`src/rtl/idma_cmpl_tracker_if.sv`:
```
// Handshake bundle between the job FIFO/midend, the tracker and the iDMA backend.
// Names follow the tracker's view; slave = tracker side, master = environment side.
interface idma_cmpl_tracker_if #(
  parameter int unsigned AddrWidth = 64
);
  logic                 req_valid_i;
  logic                 req_ready_o;
  logic                 req_valid_o;
  logic                 req_ready_i;
  logic                 rsp_valid_i;
  logic                 rsp_ready_o;
  logic                 rsp_error_i;
  logic [AddrWidth-1:0] rsp_err_addr_i;

  modport slave (
    input  req_valid_i,
    output req_ready_o,
    output req_valid_o,
    input  req_ready_i,
    input  rsp_valid_i,
    output rsp_ready_o,
    input  rsp_error_i,
    input  rsp_err_addr_i
  );

  modport master (
    output req_valid_i,
    input  req_ready_o,
    input  req_valid_o,
    output req_ready_i,
    output rsp_valid_i,
    input  rsp_ready_o,
    output rsp_error_i,
    output rsp_err_addr_i
  );
endinterface

```
`src/rtl/idma_cmpl_tracker.sv`:
```
// Job accounting for the iDMA backend: request gating is combinational, counters/irq/error regs 1 cycle.
// Backpressure: issue stalls when MaxOutstanding jobs are in flight; responses are refused when none are.
module idma_cmpl_tracker #(
  parameter int unsigned IdWidth        = 32,
  parameter int unsigned MaxOutstanding = 16,
  parameter int unsigned AddrWidth      = 64,
  parameter int unsigned CntWidth       = $clog2(MaxOutstanding + 1)
) (
  input  logic                 clk_i,
  input  logic                 rst_ni,
  idma_cmpl_tracker_if.slave   bus,
  input  logic                 irq_en_i,
  input  logic                 irq_ack_i,
  input  logic                 err_clear_i,
  output logic [IdWidth-1:0]   next_id_o,
  output logic [IdWidth-1:0]   done_id_o,
  output logic [CntWidth-1:0]  outstanding_o,
  output logic                 busy_o,
  output logic                 irq_o,
  output logic                 err_valid_o,
  output logic [IdWidth-1:0]   err_id_o,
  output logic [AddrWidth-1:0] err_addr_o
);

  localparam logic [CntWidth-1:0] MaxCnt = CntWidth'(MaxOutstanding);

  logic full;
  logic issue;
  logic retire;
  logic err_set;
  logic irq_set;

  // Gates depend on registered state only, keeping rsp and req paths independent.
  assign full            = (outstanding_o == MaxCnt);
  assign bus.req_valid_o = bus.req_valid_i & ~full;
  assign bus.req_ready_o = bus.req_ready_i & ~full;
  assign bus.rsp_ready_o = (outstanding_o != '0);

  assign issue   = bus.req_valid_o & bus.req_ready_i;
  assign retire  = bus.rsp_valid_i & bus.rsp_ready_o;
  assign err_set = retire & bus.rsp_error_i & (~err_valid_o | err_clear_i);
  assign irq_set = retire & (irq_en_i | bus.rsp_error_i);
  assign busy_o  = (outstanding_o != '0);

  always_ff @(posedge clk_i or negedge rst_ni) begin
    if (!rst_ni) begin
      next_id_o     <= '0;
      done_id_o     <= '0;
      outstanding_o <= '0;
    end else begin
      if (issue) next_id_o <= next_id_o + IdWidth'(1);
      if (retire) done_id_o <= done_id_o + IdWidth'(1);
      if (issue && !retire) begin
        outstanding_o <= outstanding_o + CntWidth'(1);
      end else if (retire && !issue) begin
        outstanding_o <= outstanding_o - CntWidth'(1);
      end
    end
  end

  // First error is sticky until cleared; a coincident new error beats the clear.
  always_ff @(posedge clk_i or negedge rst_ni) begin
    if (!rst_ni) begin
      err_valid_o <= 1'b0;
      err_id_o    <= '0;
      err_addr_o  <= '0;
    end else if (err_set) begin
      err_valid_o <= 1'b1;
      err_id_o    <= done_id_o;
      err_addr_o  <= bus.rsp_err_addr_i;
    end else if (err_clear_i) begin
      err_valid_o <= 1'b0;
    end
  end

  always_ff @(posedge clk_i or negedge rst_ni) begin
    if (!rst_ni) begin
      irq_o <= 1'b0;
    end else if (irq_set) begin
      irq_o <= 1'b1;
    end else if (irq_ack_i) begin
      irq_o <= 1'b0;
    end
  end

endmodule

```
`src/flat_wrapper.sv`:
```
// flat-port wrapper written by rule: the top's interface ports become plain ports
module idma_cmpl_tracker_flat 
#(
  parameter int unsigned IdWidth        = 32,
  parameter int unsigned MaxOutstanding = 16,
  parameter int unsigned AddrWidth      = 64,
  parameter int unsigned CntWidth       = $clog2(MaxOutstanding + 1)
)
  (clk_i, rst_ni, irq_en_i, irq_ack_i, err_clear_i, next_id_o, done_id_o, outstanding_o, busy_o, irq_o, err_valid_o, err_id_o, err_addr_o, bus_req_valid_i, bus_req_ready_o, bus_req_valid_o, bus_req_ready_i, bus_rsp_valid_i, bus_rsp_ready_o, bus_rsp_error_i, bus_rsp_err_addr_i);
  idma_cmpl_tracker_if #(.AddrWidth(AddrWidth)) bus_i ();
  input  logic clk_i;
  input  logic rst_ni;
  input  logic irq_en_i;
  input  logic irq_ack_i;
  input  logic err_clear_i;
  output logic [IdWidth-1:0] next_id_o;
  output logic [IdWidth-1:0] done_id_o;
  output logic [CntWidth-1:0] outstanding_o;
  output logic busy_o;
  output logic irq_o;
  output logic err_valid_o;
  output logic [IdWidth-1:0] err_id_o;
  output logic [AddrWidth-1:0] err_addr_o;
  input wire logic [$bits(bus_i.req_valid_i)-1:0] bus_req_valid_i;
  output wire logic [$bits(bus_i.req_ready_o)-1:0] bus_req_ready_o;
  output wire logic [$bits(bus_i.req_valid_o)-1:0] bus_req_valid_o;
  input wire logic [$bits(bus_i.req_ready_i)-1:0] bus_req_ready_i;
  input wire logic [$bits(bus_i.rsp_valid_i)-1:0] bus_rsp_valid_i;
  output wire logic [$bits(bus_i.rsp_ready_o)-1:0] bus_rsp_ready_o;
  input wire logic [$bits(bus_i.rsp_error_i)-1:0] bus_rsp_error_i;
  input wire logic [$bits(bus_i.rsp_err_addr_i)-1:0] bus_rsp_err_addr_i;
  assign bus_i.req_valid_i = bus_req_valid_i;
  assign bus_req_ready_o = bus_i.req_ready_o;
  assign bus_req_valid_o = bus_i.req_valid_o;
  assign bus_i.req_ready_i = bus_req_ready_i;
  assign bus_i.rsp_valid_i = bus_rsp_valid_i;
  assign bus_rsp_ready_o = bus_i.rsp_ready_o;
  assign bus_i.rsp_error_i = bus_rsp_error_i;
  assign bus_i.rsp_err_addr_i = bus_rsp_err_addr_i;
  idma_cmpl_tracker #(.IdWidth(IdWidth), .MaxOutstanding(MaxOutstanding), .AddrWidth(AddrWidth), .CntWidth(CntWidth)) u_core (.clk_i(clk_i), .rst_ni(rst_ni), .bus(bus_i), .irq_en_i(irq_en_i), .irq_ack_i(irq_ack_i), .err_clear_i(err_clear_i), .next_id_o(next_id_o), .done_id_o(done_id_o), .outstanding_o(outstanding_o), .busy_o(busy_o), .irq_o(irq_o), .err_valid_o(err_valid_o), .err_id_o(err_id_o), .err_addr_o(err_addr_o));
endmodule
```
`config.mk`:
```
export PLATFORM = sky130hd
export DESIGN_NAME = idma_cmpl_tracker_flat
export DESIGN_NICKNAME = d
export VERILOG_FILES = /design/src/rtl/idma_cmpl_tracker_if.sv /design/src/rtl/idma_cmpl_tracker.sv /design/src/flat_wrapper.sv
export SDC_FILE = /design/constraint.sdc
export NUM_CORES = 1
export LEC_CHECK = 0
export BUFFER_PORTS_ARGS = -buffer_cell sky130_fd_sc_hd__buf_4
export CORE_ASPECT_RATIO = 0.5
export CORE_MARGIN = 2
export CORE_UTILIZATION = 24
export DETAILED_ROUTE_END_ITERATION = 6
export PLACE_DENSITY = 0.51
export SKIP_CTS_REPAIR_TIMING = 1
export SLEW_MARGIN = 15
export SYNTH_ARGS = -nofsm -noshare
export SYNTH_HDL_FRONTEND = slang
export SYNTH_SLANG_ARGS = --single-unit
export TNS_END_PERCENT = 50
```
`constraint.sdc`:
```
create_clock -name clk_i -period 2.77 [get_ports clk_i]
set_input_delay 0.1385 -clock clk_i [delete_from_list [all_inputs] [get_ports clk_i]]
set_output_delay 0.1385 -clock clk_i [all_outputs]
set_load 0.03 [all_outputs]
```
-- Word-level counts from Yosys, hierarchy flattened
Cells that the tools add are included.
W data, S select, Z words.
- word-level logic and storage cells: 37
- flip-flop bits (word level): 167
- bitwise logic cells: 11
- add/sub/neg operators: 4
- mux-type cells: 6
- reductions and logical operators: 8
- eq/ne operators: 1
- operator list (cell ; count):
    $add A32 B1 Y32 const B ; 2
    $mux W5 ; 2
    $and A1 B1 Y1 ; 7
    $reduce_bool A2 Y1 ; 3
    $add A5 B1 Y5 const B ; 1
    $eq A5 B5 Y1 const B ; 1
    $reduce_bool A5 Y1 ; 1
    $sub A5 B1 Y5 const B ; 1
    $mux W1 ; 4
    $logic_and A1 B1 Y1 ; 2
    $logic_not A1 Y1 ; 2
    $not A1 Y1 ; 2
    $or A1 B1 Y1 ; 2

-- Logic depth before layout (Yosys ltp)
Gate-level depths: netlist of the first run.
- depth in word-level cells: 8
- depth in mapped cells: 11
- depth with buffers taken out: 11

-- Worst setup path before layout of the first run
Ideal clock, no wire load.
- kind: register -> register
- start: register u_core.outstanding_o[0]
- end: register u_core.outstanding_o[4]
- setup slack: -0.453 ns
- required time: 2.637 ns
- stages on the path, launching flop included: 12
- data arrival time: 3.090 ns
- buffers on the path: 0
- setup time: 0.133 ns
- cells stage by stage: dfrtp_1 -> nor4_2 -> a21oi_1 -> nand2_1 -> inv_1 -> ha_1 -> inv_1 -> fa_1 -> a21o_1 -> a21oi_1 -> mux2i_1 -> xnor2_1
- longest elaborated chain between the ends: 7
- ends and longest elaborated chain (element ; RTL line ; source):
    from (decl) ; idma_cmpl_tracker.sv:17 ; output logic [CntWidth-1:0] outstanding_o,
    from (signal assigned) ; idma_cmpl_tracker.sv:54 ; outstanding_o <= outstanding_o + CntWidth'(1);
    from (signal assigned) ; idma_cmpl_tracker.sv:56 ; outstanding_o <= outstanding_o - CntWidth'(1);
    $eq A5 B5 Y1 (*) ; idma_cmpl_tracker.sv:34 ; assign full = (outstanding_o == MaxCnt);
    $not A1 Y1 (*) ; idma_cmpl_tracker.sv:35 ; assign bus.req_valid_o = bus.req_valid_i & ~full;
    $and A1 B1 Y1 (*) ; idma_cmpl_tracker.sv:35 ;
    named net bus_req_valid_o ; flat_wrapper.sv:26 ; output wire logic [$bits(bus_i.req_valid_o)-1:0] bus_req_valid_o;
    $and A1 B1 Y1 (*) ; idma_cmpl_tracker.sv:39 ; assign issue = bus.req_valid_o & bus.req_ready_i;
    named net u_core.issue ; idma_cmpl_tracker.sv:28 ; logic issue;
    $logic_not A1 Y1 ; idma_cmpl_tracker.sv:55 ; end else if (retire && !issue) begin
    $logic_and A1 B1 Y1 ; idma_cmpl_tracker.sv:55 ;
    $reduce_bool A2 Y1 (no line) ; -- ;
The timed path passes the listed nets; every way through them passes the cells marked *. The select of a mux whose other input is x is not followed.
A chain may end at the register's enable or synchronous reset.

-- Worst setup path after layout of the first run
- start: register u_core.outstanding_o[0]
- end: register u_core.outstanding_o[4]
- longest elaborated chain between the ends: 7
- ends and longest elaborated chain (element):
    branches (longest 7 deep; another with $sub A5 B1 Y5)
Parallel ways; which one is timed is not known. The select of a mux whose other input is x is not followed.

==> results of run 1 <==
==> power groups by stage <==
stage	combinational, W	clock (W)	sequential, W
CTS	0.00301	0.00252	0.00327
floorplan	0.000833	0	0.00422
detailed placement	0.00301	0	0.00331
finish	0.00307	0.00245	0.00327
global route	0.00324	0.00261	0.00334
global placement	0.00298	0	0.00329
==> synthesized netlist by cell type (all sizes together) <==
master	number
nor4	15
nor2	9
dfrtp	167
and2	4
nand3	23
or4	3
fa	1
a21boi	1
xor2	31
o21a	1
a21oi	3
o21ai	4
clkbuf	8
mux2i	1
nand2b	2
a211o	1
mux2	98
nand2	26
a2111oi	2
and4	10
inv	7
a211oi	1
nand4	22
a21o	2
nor3b	1
ha	6
xnor2	35
buf	13
and3	16
nor3	10
o211ai	2
==> area by class of cell <==
class                      count  area share [%]
clock buffer                  20           4.163
clock inverter                11           1.388
inverter                       7          0.2682
multi-input combinational    330           25.66
sequential                   167           38.97
tap                          391           4.559
timing repair buffer         329           24.99
==> registers in the layout (all words and copies together) (netlist names) <==
register,cells
u_core.err_valid_o,1
u_core.irq_o,1
u_core.err_id_o,32
u_core.next_id_o,32
u_core.done_id_o,32
u_core.err_addr_o,64
u_core.outstanding_o,5
==> worst max-delay path, stage by stage (launching register included) <==
cell	delay [ns]
dfrtp_2	0.40
or4_4	0.55
o21a_1	0.24
inv_4	0.11
ha_4	0.14
inv_2	0.06
fa_2	0.35
a21o_1	0.20
a21oi_2	0.14
mux2i_1	0.22
xnor2_1	0.13
==> stage by stage <==
stage                     area, um2  power, W  utilization, %  setup slack (ns)
after floorplan                7128  0.005058               -           0.01730
after global placement         9452  0.006274           32.58            0.1942
after detailed placement       9452  0.006323           32.58            0.1752
after CTS                     10050  0.008806           34.63            0.1532
after global routing          10730  0.009197           36.98         0.0007157
final                         10730  0.008790           36.98            0.1654
==> worst paths after layout <==
path	depth (start not counted)	slack [ns]	to
worst max-delay path	10	0.17	u_core.outstanding_o[4]
worst min-delay path	3	0.04	u_core.err_valid_o
worst max register to register	10	0.17	u_core.outstanding_o[4]
worst min register to register	1	0.48	u_core.next_id_o[31]
max in group asynchronous	3	1.63	u_core.next_id_o[27]
min in group asynchronous	2	0.32	u_core.err_addr_o[62]
==> per-layer routing <==
metal	share of wire [%]	vias to the layer above
met3	3.0	17
li1	-	2524
met5	0	-
met2	54	61
met1	41	2705
met4	1.5	0
==> logic make-up after synthesis <==
| logic type | count (synthesis) | synth area share, % |
|---|---|---|
| adder cells (fa/ha/maj) | 7 | 1.343 |
| AO/OA/AOI/OAI | 17 | 1.696 |
| XOR/XNOR | 66 | 8.164 |
| flip-flops | 167 | 59.02 |
| multiplexers | 99 | 15.73 |
| buffers and inverters | 28 | 2.721 |
| AND/OR/NAND/NOR | 141 | 11.33 |
==> results.md, run 1 <==
* Largest net degree at the start of global routing at 79
* Non-Filler Instances at 1255
* Global-route wire length before repair at a little over 30000 um
* Pwr Density at 819.2 nW/um2
* Worst-path clk slew at ~0.07 ns
* Crit end category: register
* FP Rows at 44
* Critical Path Start: u_core.outstanding_o[0]
* Status: finished clean
* Slew headroom at 48.78%
* Initial antenna violation count at 0
* Highest clock rate at 383.9 MHz
* Most Crowded Layer GR: met2
* Final ANT Viol Nets at 0
* Syn avg cell area at 13.49 um2
* Fill cells at ~2800
* Mapped Cells at around 530
* Via density at ~4.2
* Skew-Pair Late Insertion Delay at 0.43 ns
* Commonest non-fill, non-tap cell in the layout: buf_4
* Slew Viols, Final at 0
* VDD IR max at just over 0.0003 V
* Hpwl dp at 14490 um
* Area growth syn-to-layout at 51.55%
* Fin crit share at 94.03%
* Initial DRC count at 200
* Cell taking the most area after synthesis: dfrtp_1
* RR Startpoint: u_core.outstanding_o[0]
* Grt total ovfl at 0
* TritonRoute pass-1 iters at 4
* Clk buf depth at 2
* Ant. Diodes at 0
* Crit path arrival time at 2.96 ns
* CTS Buf Count at 17
* DRC at 0
* Nets at just over 900
* Die Span Y at approximately 130 um
* Layout cells sized above 1 at 41.78%
* YS warnings at 0
* Vias in the first global route at 5232
* Top Ports at about 240
* Combinational cell fraction of total power at 34.9%
* Die area at 30980 um2
* H-tree depth at 4
* Data required time of the worst path at 3.12 ns
* Seq cells post-synth at 167
* Worst-Margin Slew at 0.7684 ns
* Post-synthesis cell type count at 39
* Hold Startpoint: err_clear_i
* Chip Width at 246.9 um
* GPL Wtd Cong at 0.7303
* Top post-synthesis cells by area: dfrtp_1, mux2_2, mux2_1, xnor2_1, xor2_1
* Seq. cell area at 4182 um2
* Post-layout minimum cycle time at ~2.6 ns
* Synth top area share at between 50% and 60%
* Core ar. at 29010 um2
* Static Leak at roughly 5.2 nW
* Footprint of the multi-input gates at 2754 um2
* Total Routing Usage GR at between 10 and 15%
* RSZ-0062 raised after global routing: false
* Commonest cells after routing, fill and taps aside: buf_4, dfrtp_1, dlygate4sd3_1
* PortBufs at 243
* Peak fanout along the critical path at 6
* Met2 Usage GRT at 22.38%
* DR WL/cell at 16.16 um
* Met3 usage in global routing at 3.156%
* Synthesized Nets at 605
* Critical path class: reg2reg
* CTS tree: built
* Sw Share at 35.64%
* Clk pwr share at 27.9%
* Seq/Total Area, Yosys at 59.02%
* CTS root buf: clkbuf_16
* Critical Path Start Type: register
* Initial Utilization at 24.40%
* Setup TNS at 0 ns
* Setup Skew at 0.01215 ns
* Switching power total at 0.003133 W
* Met1 Resource Use GR at 15.03%
* Clk sinks at 167
* Internal power at about 0.0057 W
* Reg power frac at 37.2%
* Placed cells at 1156
* Final hold viol count at 0
* Mapped cell area at about 7100 um2
* Worst hold slack at 0.03948 ns
* Vias at 5307
* Max cap viols at 0
* Total routed wirelength at between 20000 and 25000 um
* Final setup violation count at 0
* Worst min-delay path class: in2reg
(Power assumes the default switching activity.)
==> run 2: changes to the inputs <==
--- a/config.mk
+++ b/config.mk
@@ -11,6 +11,7 @@
 export CORE_UTILIZATION = 24
 export DETAILED_ROUTE_END_ITERATION = 6
 export PLACE_DENSITY = 0.51
+export REMOVE_ABC_BUFFERS = 1
 export SKIP_CTS_REPAIR_TIMING = 1
 export SLEW_MARGIN = 15
 export SYNTH_ARGS = -nofsm -noshare
==> run 2 against run 1 <==
Count of clock-buffer cells in the layout shrank 1. Critical endpoint unchanged. Sequential share of layout area hardly changed. Global-route usage increased by 0.36 points. Clock power fell by 2%. Setup slack better by 0.032 ns. Worst hold slack lost 0.018 ns.
==> results.md, run 2 (synthesis gave the netlist of run 1 again) <==
* Die area at 30980 um2
* Via density at 4.253
* Critical Path Start Type: register
* Skew-Pair Late Insertion Delay at 0.42 ns
* Highest clock rate at 388.8 MHz
* Footprint of the multi-input gates at 2728 um2
* Chip Width at between 200 and 250 um
* Fin crit share at 92.86%
* CP top delay family: compound AO/OA/AOI/OAI gates
* Crit path arrival time at 2.92 ns
* Worst-path clk slew at 0.07 ns
* Max FFs per register at 64
* Pwr Density at 815.1 nW/um2
* CP max stage cell: or4_4
* Commonest cells after routing, fill and taps aside: buf_4, dfrtp_1, dlygate4sd3_1
* Die Span Y at 125.5 um
* Hpwl dp at 14780 um
* Final ANT Viol Nets at 0
* Slew headroom at 45.20%
* Total Routing Usage GR at between 10% and 20%
* GPL Wtd Cong at ~0.76
* Design area at around 11000 um2
* Largest net degree at the start of global routing at 74
* Layout cells sized above 1 at 41.47%
* Ant. Diodes at 0
* Post-layout minimum cycle time at 2.572 ns
* Initial DRC count at between 200 and 300
* CTS tree: built
* Crit end category: register
* CTS root buf: clkbuf_16
* Seq. cell area at 4179 um2
* H-tree depth at 4
* Top Ports at 244
* CTS Buf Count at 17
* Setup Skew at slightly above 0.008 ns
* WP buf/inv at 2
* Nets at 935
* Max cap viols at 0
* TritonRoute pass-1 iters at 4
* Initial antenna violation count at 0
* Vias in the first global route at 5204
* Largest stage delay, worst path at roughly 0.54 ns
* FP Rows at between 40 and 50
* Static Leak at 5.165 nW
* Largest register by flop count: u_core.err_addr_o
* PortBufs at 243
* Critical path class: reg2reg
* DRC at 0
* Final hold viol count at 0
* Data required time of the worst path at 3.12 ns
* Worst-Margin Slew at 0.8012 ns
* RSZ-0062 raised after global routing: false
* Commonest non-fill, non-tap cell in the layout: buf_4
* Grt total ovfl at 0
* Initial Utilization at roughly a quarter
* Placed cells at ~1200
* Final setup violation count at 0
* Slew Viols, Final at 0
* DR WL/cell at between 15 and 20 um
* Total routed wirelength at between 20000 and 25000 um
* VDD IR max at 0.0003677 V
* Clk buf depth at 2
* Status: finished clean
* Area growth syn-to-layout at 51.32%
* Core ar. at 29010 um2
* Global-route wire length before repair at about 31000 um
* Peak fanout along the critical path at 5
* Fill cells at 2846
* Vias at between 5000 and 6000
* Util after Layout at roughly 37%
* Clk sinks at 167
* Non-Filler Instances at 1259
* Worst min-delay path class: in2reg
* Worst-path cell chain: or4_4 -> o21a_1 -> inv_1 -> ha_1 -> inv_2 -> fa_2 -> a21o_1 -> a21oi_2 -> mux2i_1 -> xnor2_1
* Placed instance area at 9427 um2
* Tot Pwr at 0.008733 W
==> run 2: changes by cell type in the layout (fill, tap and decap cells not counted), sizes merged <==
cell      change
clkinvlp      +3
clkinv        -1
clkbuf        -1
inv           +1
buf           +3
bufinv        -1
==> run 2: cell type report <==
type,count,share of cell area (%)
inverter,7,0.2452
timing repair buffer,332,25.24
multi-input combinational,330,25.46
clock inverter,13,1.355
tap,391,4.566
clock buffer,19,4.134
sequential,167,39.01
==> run 2: worst paths after layout <==
check,endpoint,cells after the start,startpoint,slack [ns]
setup / recovery,u_core.outstanding_o[4],10,u_core.outstanding_o[1],0.20
hold / removal,u_core.next_id_o[4],3,bus_req_ready_i,0.02
setup reg to reg,u_core.outstanding_o[4],10,u_core.outstanding_o[1],0.20
hold reg to reg,u_core.err_id_o[27],1,u_core.err_id_o[27],0.49
max in group asynchronous,u_core.err_addr_o[18],3,rst_ni,1.50
min in group asynchronous,u_core.err_id_o[1],2,rst_ni,0.31
==> run 2: through the flow <==
step | TNS, ns | hold slack (ns) | setup slack [ns]
after global routing | 0 | 0.02065 | 0.03320
after detailed placement | 0 | 0.2099 | 0.03667
final | 0 | 0.02181 | 0.1978
after global placement | 0 | 0.2162 | 0.1072
after floorplan | -0.8064 | -0.1571 | -0.4621
after CTS | 0 | -0.2531 | 0.02107
==> run 2: tightest hold or removal path: stages <==
cell     delay (ns)
buf_4          0.13
nand3_1        0.08
xnor2_1        0.06
==> run 2: where the power goes <==
| group | switching [W] | total (W) | leakage [nW] | internal [W] |
|---|---|---|---|---|
| Clock | 0.00104 | 0.00240 | 0.269 | 0.00136 |
| Combinational | 0.00177 | 0.00307 | 2.77 | 0.00131 |
| Sequential | 0.000351 | 0.00326 | 2.13 | 0.00291 |
| Total | 0.00316 | 0.00873 | 5.17 | 0.00558 |
==> run 2: metal layers <==
| layer | vias up | global-route usage [%] | part of all wire [%] |
|---|---|---|---|
| met1 | 2737 | 15.73 | 42 |
| met3 | 21 | 2.769 | 2.3 |
| li1 | 2542 | - | - |
| met5 | - | 0 | 0 |
| met4 | 0 | 4.040 | 1.8 |
| met2 | 55 | 23.08 | 54 |
==> run 3: changes to the inputs <==
==> constraint.sdc (replaced) <==
create_clock -name clk_i -period 2.1 [get_ports clk_i]
set_input_delay 0.105 -clock clk_i [delete_from_list [all_inputs] [get_ports clk_i]]
set_output_delay 0.105 -clock clk_i [all_outputs]
set_load 0.03 [all_outputs]
==> run 3 against run 2 <==
The flow now finishes with violations (hold timing, setup timing). Global-route usage hardly changed. First-iteration DRC count shrank 14%. Utilization grew 1.9 points. Power grew 39%. Combinational power grew 45%. Count of clock-buffer cells in the layout down 2. Critical path depth is the same. Cell count increased by 3.3%. Worst hold slack got worse by 0.023 ns. Register-to-register slack got worse by 0.55 ns. Clock skew rose by 0.00072 ns.
==> results.md, run 3 (synthesis gave the netlist of run 1 again) <==
* Status: complete, but fails checks
* Violated checks: hold timing, setup timing
* Crit path arrival time at 2.80 ns
* Commonest cells after routing, fill and taps aside: buf_4, dfrtp_1, dlygate4sd3_1
* Area growth syn-to-layout at 59.22%
* DRC at 0
* Post-layout minimum cycle time at 2.449 ns
* Worst hold slack at -0.001190 ns
* Total routed wirelength at between 20000 and 25000 um
* Global-route wire length before repair at between 30000 and 40000 um
* Core ar. at 29010 um2
* Reg2Reg Setup Slack at -0.35 ns
* CTS tree: built
* Static Leak at 5.472 nW
* Peak fanout along the critical path at 3
* Critical R2R Capture: u_core.outstanding_o[4]
* CTS Buf Count at 17
* Skew-Pair Late Insertion Delay at 0.43 ns
* Layout cells sized above 1 at 44.88%
* Final ANT Viol Nets at 0
* FP Rows at 44
* Final hold viol count at 1
* TritonRoute pass-1 iters at 4
* Hpwl dp at 15110 um
* Largest net degree at the start of global routing at 59
* Critical Path Start: u_core.outstanding_o[1]
* VDD IR max at 0.0004351 V
* Clk buf depth at 2
* CTS root buf: clkbuf_16
* Critical path class: reg2reg
* Initial Utilization at 24.40%
* Sw Share at 36.26%
* Final setup violation count at 93
* Setup Skew at 0.008990 ns
* Nets at 976
* Initial DRC count at 249
* Grt total ovfl at 0
* Worst Slack Setup Final at -0.3486 ns
* Internal power at 0.007733 W
* Critical Path Start Type: register
* Slew Viols, Final at 0
* Max FFs per register at 64
* Initial antenna violation count at 0
* Crit end category: register
* Total Routing Usage GR at between 10% and 20%
* Data required time of the worst path at 2.45 ns
* Vias in the first global route at between 5000 and 6000
* Combinational cell fraction of total power at 36.6%
* Commonest non-fill, non-tap cell in the layout: buf_4
* Pwr Density at about 1100 nW/um2
* R2r worst-path depth at 10
* Largest register by flop count: u_core.err_addr_o
* RR Startpoint: u_core.outstanding_o[1]
* Via density at 4.278
* Worst-Margin Slew at 0.5762 ns
* RSZ-0062 raised after global routing: true
* Vias at 5561
* Clk sinks at between 150 and 200
* Slew headroom at 61.58%
* PortBufs at 243
* Util after Layout at approximately two fifths
* Chip Width at 246.9 um
* Fin crit share at 116.6%
* Worst-path clk slew at 0.07 ns
* Ant. Diodes at 0
* H-tree depth at 4
* Top Ports at 244
* Reg power frac at about 35%
* DR WL/cell at ~17 um
* Setup TNS at -6.394 ns
* Highest clock rate at 408.4 MHz
* Clk pwr share at 28.0%
* Die Span Y at 125.5 um
* Crit path to: u_core.outstanding_o[4]
* Max cap viols at 0
* Worst min-delay path class: in2reg
* GPL Wtd Cong at 0.7939
* Die area at 30980 um2
* Switching power total at 0.004399 W
-- run 3: cell count changes in the layout (fill, tap and decap cells not counted), sizes merged --
| cell | previous run | this run |
|---|---|---|
| buf | 264 | 299 |
| clkinvlp | 6 | 3 |
| inv | 10 | 15 |
| clkinv | 2 | 1 |
| clkbuf | 19 | 22 |
| bufinv | 2 | 3 |
| nand3 | 23 | 24 |
-- run 3: worst min-delay path by stage --
stage	from	to	slack [ns]	cells past startpoint
after CTS	rst_ni	u_core.next_id_o[7]	-0.33	1
final	bus_req_ready_i	u_core.next_id_o[4]	-0.001	3
after global placement	rst_ni	u_core.next_id_o[13]	0.13	1
after floorplan	rst_ni	u_core.done_id_o[0]	-0.19	0
after global routing	bus_req_ready_i	u_core.next_id_o[4]	0.003	3
after detailed placement	rst_ni	u_core.next_id_o[12]	0.14	1
-- run 3: critical path: stages (launching register included) --
cell and delay, ns:
dfrtp_1 0.38, or4_4 0.53, o21a_1 0.22, inv_2 0.07, ha_4 0.14, inv_4 0.04, fa_2 0.33, a21o_1 0.17
a21oi_2 0.13, mux2i_1 0.23, xnor2_1 0.13
-- run 3: layer usage --
layer	global-route usage, %	vias to the layer above	wire (um)	share of wire (%)
met5	0	-	0	0
met4	4.181	0	308	1.4
met3	2.276	20	437	2.0
met2	23.45	58	12020	54
met1	15.80	2868	9577	43
li1	-	2615	-	-
-- run 3: power groups by stage --
stage | combinational (W) | sequential [W] | clock [W]
floorplan | 0.000971 | 0.00557 | 0
global placement | 0.00404 | 0.00432 | 0
detailed placement | 0.00408 | 0.00434 | 0
CTS | 0.00408 | 0.00429 | 0.00349
global route | 0.00468 | 0.00439 | 0.00361
finish | 0.00444 | 0.00429 | 0.00340
-- run 3: per-stage QoR --
step                      worst slack [ns]  area (um2)  std cells  total power (W)  hold WS (ns)
after floorplan                     -1.132        6914        504         0.006539       -0.1906
after global placement             -0.5037        9627       1184         0.008352        0.1343
after detailed placement           -0.5428        9627       1184         0.008420        0.1377
after CTS                          -0.5638       10260       1216          0.01186       -0.3292
after global routing               -0.4897       11270       1300          0.01269      0.002916
final                              -0.3486       11270       1300          0.01213     -0.001190
-- run 3: cell type report --
class                   count  area, um2
repair buffers            372       3159
inverters                   7      28.78
well taps                 391      489.2
multi-input cells         331       2785
flip-flops and latches    167       4179
clock inverters            15      206.4
fillers                  2794      17740
clock buffers              17      425.4
